`config.mk`:
```
export PLATFORM = sky130hd
export DESIGN_NAME = force_net_arbiter
export DESIGN_NICKNAME = d
export VERILOG_FILES = /design/src/rtl/force_net_arbiter.sv
export SDC_FILE = /design/constraint.sdc
export NUM_CORES = 1
export LEC_CHECK = 0
export ABC_AREA = 1
export CELL_PAD_IN_SITES_DETAIL_PLACEMENT = 0
export CELL_PAD_IN_SITES_GLOBAL_PLACEMENT = 2
export CORE_MARGIN = 2
export CORE_UTILIZATION = 38
export DETAILED_ROUTE_END_ITERATION = 7
export GPL_ROUTABILITY_DRIVEN = 0
export PLACE_DENSITY_LB_ADDON = 0.05
export SLEW_MARGIN = 20
export SYNTH_ARGS = -nofsm -noshare
export SYNTH_HDL_FRONTEND = slang
export SYNTH_SLANG_ARGS = --single-unit
export TNS_END_PERCENT = 1
```
`constraint.sdc`:
```
create_clock -name clk -period 3.1 [get_ports clk]
set_input_delay 0.465 -clock clk [delete_from_list [all_inputs] [get_ports clk]]
set_output_delay 0.465 -clock clk [all_outputs]
set_load 0.02 [all_outputs]
```
`src/rtl/force_net_arbiter.sv`:
```
// rtl/force_net_arbiter.sv - two-level force/release net resolution with queued commands

// Per-channel command FIFO; ready is purely occupancy based, so a full queue
// never accepts a push even when a pop happens in the same cycle.
module force_net_cmd_queue #(
  parameter int W     = 8,
  parameter int DEPTH = 2
) (
  input  logic         clk,
  input  logic         rst_n,
  input  logic         push_valid,
  input  logic         push_op,
  input  logic [W-1:0] push_data,
  output logic         ready,
  input  logic         pop,
  output logic         not_empty,
  output logic         head_op,
  output logic [W-1:0] head_data
);
  localparam int AW = $clog2(DEPTH);
  localparam logic [AW:0] FULL_CNT = (AW+1)'(DEPTH);

  logic [W:0]    mem [DEPTH];
  logic [AW-1:0] wr_ptr;
  logic [AW-1:0] rd_ptr;
  logic [AW:0]   count;
  logic          do_push;
  logic          do_pop;

  assign ready     = (count != FULL_CNT);
  assign not_empty = (count != '0);
  assign do_push   = push_valid && ready;
  assign do_pop    = pop && not_empty;
  assign head_op   = mem[rd_ptr][W];
  assign head_data = mem[rd_ptr][W-1:0];

  // Storage write; entries need no reset because occupancy gates every read.
  always_ff @(posedge clk) begin
    if (do_push) mem[wr_ptr] <= {push_op, push_data};
  end

  // Pointer and occupancy bookkeeping; pointers wrap naturally at DEPTH.
  always_ff @(posedge clk or negedge rst_n) begin
    if (!rst_n) begin
      wr_ptr <= '0;
      rd_ptr <= '0;
      count  <= '0;
    end else begin
      if (do_push) wr_ptr <= wr_ptr + 1'b1;
      if (do_pop)  rd_ptr <= rd_ptr + 1'b1;
      count <= count + {{AW{1'b0}}, do_push} - {{AW{1'b0}}, do_pop};
    end
  end
endmodule

module force_net_arbiter #(
  parameter int           W         = 8,
  parameter int           CMD_DEPTH = 2,
  parameter int           NET_KIND  = 1,
  parameter logic [W-1:0] RESET_VAL = '0
) (
  input  logic         clk,
  input  logic         rst_n,
  input  logic [W-1:0] drv_value,
  input  logic         drv_we,
  input  logic         apply_en,
  input  logic         in_valid,
  output logic         in_ready,
  input  logic         in_op,
  input  logic [W-1:0] in_data,
  input  logic         out_valid,
  output logic         out_ready,
  input  logic         out_op,
  input  logic [W-1:0] out_data,
  output logic [W-1:0] net_value,
  output logic         inner_active,
  output logic         outer_active,
  output logic         net_changed
);
  logic         in_ne, in_hop;
  logic [W-1:0] in_hdata;
  logic         out_ne, out_hop;
  logic [W-1:0] out_hdata;

  logic [W-1:0] inner_val, outer_val;
  logic         held;
  logic [W-1:0] held_val;

  logic         n_in_act, n_out_act, n_held, released;
  logic [W-1:0] n_in_val, n_out_val, n_held_val, next_net;

  force_net_cmd_queue #(.W(W), .DEPTH(CMD_DEPTH)) u_in_q (
    .clk(clk), .rst_n(rst_n),
    .push_valid(in_valid), .push_op(in_op), .push_data(in_data), .ready(in_ready),
    .pop(apply_en), .not_empty(in_ne), .head_op(in_hop), .head_data(in_hdata)
  );

  force_net_cmd_queue #(.W(W), .DEPTH(CMD_DEPTH)) u_out_q (
    .clk(clk), .rst_n(rst_n),
    .push_valid(out_valid), .push_op(out_op), .push_data(out_data), .ready(out_ready),
    .pop(apply_en), .not_empty(out_ne), .head_op(out_hop), .head_data(out_hdata)
  );

  // Post-apply force state, hold-on-release behaviour and priority resolution.
  always_comb begin
    n_in_act   = inner_active;
    n_in_val   = inner_val;
    n_out_act  = outer_active;
    n_out_val  = outer_val;
    n_held     = held;
    n_held_val = held_val;
    released   = 1'b0;

    if (apply_en && in_ne) begin
      if (in_hop) begin
        n_in_act = 1'b1;
        n_in_val = in_hdata;
      end else if (inner_active) begin
        n_in_act = 1'b0;
        released = 1'b1;
      end
    end

    if (apply_en && out_ne) begin
      if (out_hop) begin
        n_out_act = 1'b1;
        n_out_val = out_hdata;
      end else if (outer_active) begin
        n_out_act = 1'b0;
        released  = 1'b1;
      end
    end

    // Variable semantics: a release that would expose the driver keeps the
    // last net value until the driver writes again; a same-edge write wins.
    if (NET_KIND == 0) begin
      if (drv_we) begin
        n_held = 1'b0;
      end else if (released && !n_out_act && !n_in_act && !held) begin
        n_held     = 1'b1;
        n_held_val = net_value;
      end
    end

    if (n_out_act)     next_net = n_out_val;
    else if (n_in_act) next_net = n_in_val;
    else if (n_held)   next_net = n_held_val;
    else               next_net = drv_value;
  end

  // Register force state, resolved net and its change pulse.
  always_ff @(posedge clk or negedge rst_n) begin
    if (!rst_n) begin
      inner_active <= 1'b0;
      outer_active <= 1'b0;
      inner_val    <= '0;
      outer_val    <= '0;
      held         <= 1'b0;
      held_val     <= '0;
      net_value    <= RESET_VAL;
      net_changed  <= 1'b0;
    end else begin
      inner_active <= n_in_act;
      outer_active <= n_out_act;
      inner_val    <= n_in_val;
      outer_val    <= n_out_val;
      held         <= n_held;
      held_val     <= n_held_val;
      net_value    <= next_net;
      net_changed  <= (next_net != net_value);
    end
  end
endmodule

```
==> run summary <==
Hold Fails Final Rpt: 0
Synth Area in XOR/XNOR: 1.63%
Critical path class: in -> reg
Post-cts sizing count: 0
Clock share of power: 16.1%
Most common cell on crit path: nand2_1
Clock root cell: clkbuf_8
Post-CTS Setup Inserts: 0
R2R setup slack: 1.13 ns
Power Dens Cells: 981 mW/mm²
Cell count after synthesis: 300
ANT nets after route: 0
Final Instance Area: 0.00390 mm²
Largest family of logic cells by synthesized area: simple AND/OR/NAND/NOR gates
Worst Path Arrival: 2.30 ns
CP max stage cell: clkdlybuf4s50_1
Tightest Pin Transition: 0.863 ns
Mux share of post-synthesis cell area: 0%
Synth Area in Compound Gates: 0.310%
LEAKAGE: 1.73 nW
Syn_nets: 336
ANT cells: 0
Crit-path leading delay family: simple AND/OR/NAND/NOR gates
Reg2reg start: u_in_q.rd_ptr
# IOs: 45
Min-delay worst type: in -> async
Reg clk slew, reported paths: 0.08 ns
Largest fanout on the critical path: 16
Layout cells sized above 1: 14.3%
Synth Area in Simple Gates: 32.2%
Largest cells by area after synthesis: edfxtp_1 (34%), dfrtp_1 (27%), nand2_1 (13%), nand3_1 (4.5%), nand2_8 (3.7%)
Buf/Inv on CP: 3
Post-synth EDFFs: 36
Total track usage: 14.6%
Critical path's largest stage delay: 0.53 ns
Status: finished, final reports clean
Worst-Skew Late Latency: 0.33 ns
Worst slew margin: 42.3%
Via density: 4.54
Crit end category: register
Mapped Area: 0.00323 mm²
Final WL: 5.96 mm
Initial antenna violation count: 0
Logic pwr share: 43.9%
Adder-cell share of the synthesized area: 1.55%
# fillers: 814
Yosys reg bits: 71
Net switching power of the design: 1.57 mW
Clock sink count: 71
Iter 0 DRT Violations: 73
Post-synth top area cell: edfxtp_1
Synth warn: 0
Reg2Reg Depth: 12
CTS Hold Bufs: 0
Area Growth Syn to Fin: 21.0%
Yosys cell types: 24
Post-Syn Area per Cell: 10.8 µm²
Dpl hpwl: 4.32 mm
Grt total ovfl: 0
Detailed Routing Iterations Pass 1: 4
Cts bufs inserted: 9
Final Skew: 0.00853 ns
Synth top area share: 33.5%
Endpoints failing setup: 0
Slew Viols, Final: 0
Drt wl/cell: 12.9 µm
H-tree depth: 3
Max frequency: 482 MHz
DRC violations left: 0
Maximum vdd drop: 0.411 mV
Via count: 2095
Sequential share of the synthesized area: 60.6%
Predominant post-synthesis flop cell: edfxtp_1
Final nets: 387
First-pass GRT wire length: 9.94 mm
TNS Setup: 0 ns
Tcrit/Tclk final: 67.0%
Core area: 0.00822 mm²
Critical path required time: 3.32 ns
Largest net degree at the start of global routing: 36
Seq pwr share: 40.0%
Max clock buf depth: 2
Starting Density: 39.3%
DIE HEIGHT: 96.2 µm
Vias in the first global route: 1985
Fraction of registers with async set/reset: 49.3%
Rows: 33
RSZ-0062 raised after global routing: no
Die width: 96.2 µm
CP cell instances: clkdlybuf4s50_1 -> inv_2 -> nor2_8 -> nand2_8 -> nand2_4 -> nand3_1 -> nand3_1 -> nand2_1 -> nand2_1 -> nand2_1 -> inv_1 -> nand2_1 -> nor2_1 -> nand2_1
Max Cap Viol: 0
DP Area: 0.00375 mm²
Critical R2R Capture: net_changed
Die footprint: 0.00924 mm²
Switching share of power: 40.9%
Startpoint types: input pin
Pint: 2.26 mW
Port Buf Inserts: 43
Final Critical Period: 2.08 ns
Most common cell in the synthesized netlist: nand2_1
CTS tree: yes
Synth cell count leaders: nand2_1 (113), edfxtp_1 (36), dfrtp_1 (35), nand3_1 (29), nand2_2 (14)
==> power groups by stage <==
stage	combinational (mW)	clock (mW)	sequential, mW
after floorplan	1.24	0	1.56
after global placement	1.68	0	1.55
after global routing	1.92	0.684	1.57
final	1.68	0.617	1.53
after detailed placement	1.71	0	1.55
after CTS	1.71	0.641	1.54
==> area by class of cell <==
class | count | area [µm²] | share of cell area [%]
clock buffer | 11 | 131 | 3.37
clock inverter | 5 | 26.3 | 0.673
inverter | 18 | 80.1 | 2.05
multi-input combinational | 208 | 1150 | 29.5
sequential | 71 | 1960 | 50.1
tap | 105 | 131 | 3.37
timing repair buffer | 43 | 425 | 10.9
==> through the flow <==
stage	cells	power (mW)	hold WS, ns	utilization, %	setup WS (ns)
after detailed placement	445	3.26	0.454	45.6	0.639
after floorplan	300	2.80	0.169	-	1.53
after CTS	461	3.89	0.248	47.5	1.00
after global placement	445	3.23	0.450	45.6	0.663
after global routing	461	4.18	0.276	47.5	0.746
final	461	3.83	0.226	47.5	1.02
==> worst max path at each step <==
stage                         from           to  depth (start not counted)
final                     apply_en  net_changed                         14
after global routing      apply_en  net_changed                         14
after CTS                 apply_en  net_changed                         14
after detailed placement  apply_en  net_changed                         14
after global placement    apply_en  net_changed                         14
after floorplan           apply_en  net_changed                         12
==> cell families after synthesis <==
logic type / after synthesis
flip-flops: 71
AND/OR/NAND/NOR: 196
XOR/XNOR: 6
buffers and inverters: 21
adder cells (fa/ha/maj): 4
AO/OA/AOI/OAI: 2
==> routing by layer <==
metal | track usage (%) | share of wire [%] | vias up
met5 | 0 | 0 | -
met4 | 6.43 | 1.6 | 0
met3 | 3.13 | 3.3 | 7
met2 | 22.3 | 46 | 35
met1 | 20.1 | 49 | 961
li1 | - | - | 1092
==> registers in the layout, summed over array words and instances (netlist names) <==
register	cells
u_in_q.mem	18
u_out_q.mem	18
inner_val	8
net_value	8
outer_val	8
u_in_q.count	2
u_out_q.count	2
inner_active	1
net_changed	1
outer_active	1
u_in_q.rd_ptr	1
u_in_q.wr_ptr	1
u_out_q.rd_ptr	1
u_out_q.wr_ptr	1
==> placed cells by master, fill, tap and decap left out, types with 2 or more instances in the layout <==
| cell type | instances |
|---|---|
| nand2_1 | 113 |
| clkdlybuf4s50_1 | 42 |
| edfxtp_1 | 36 |
| dfrtp_1 | 35 |
| nand3_1 | 29 |
| nand2_2 | 14 |
| inv_1 | 13 |
| nand3b_1 | 11 |
| nor2_1 | 10 |
| clkbuf_8 | 9 |
| nand2_8 | 6 |
| nand3_2 | 5 |
| xnor2_1 | 4 |
| ha_1 | 4 |
| clkinv_2 | 3 |
| inv_2 | 2 |
| nor2_2 | 2 |
| nor2_8 | 2 |
| inv_6 | 2 |
| nand2_4 | 2 |
| o21ai_1 | 2 |
| xor2_1 | 2 |
| clkbuf_1 | 2 |
No activity file was read; power rests on OpenSTA's default activity.
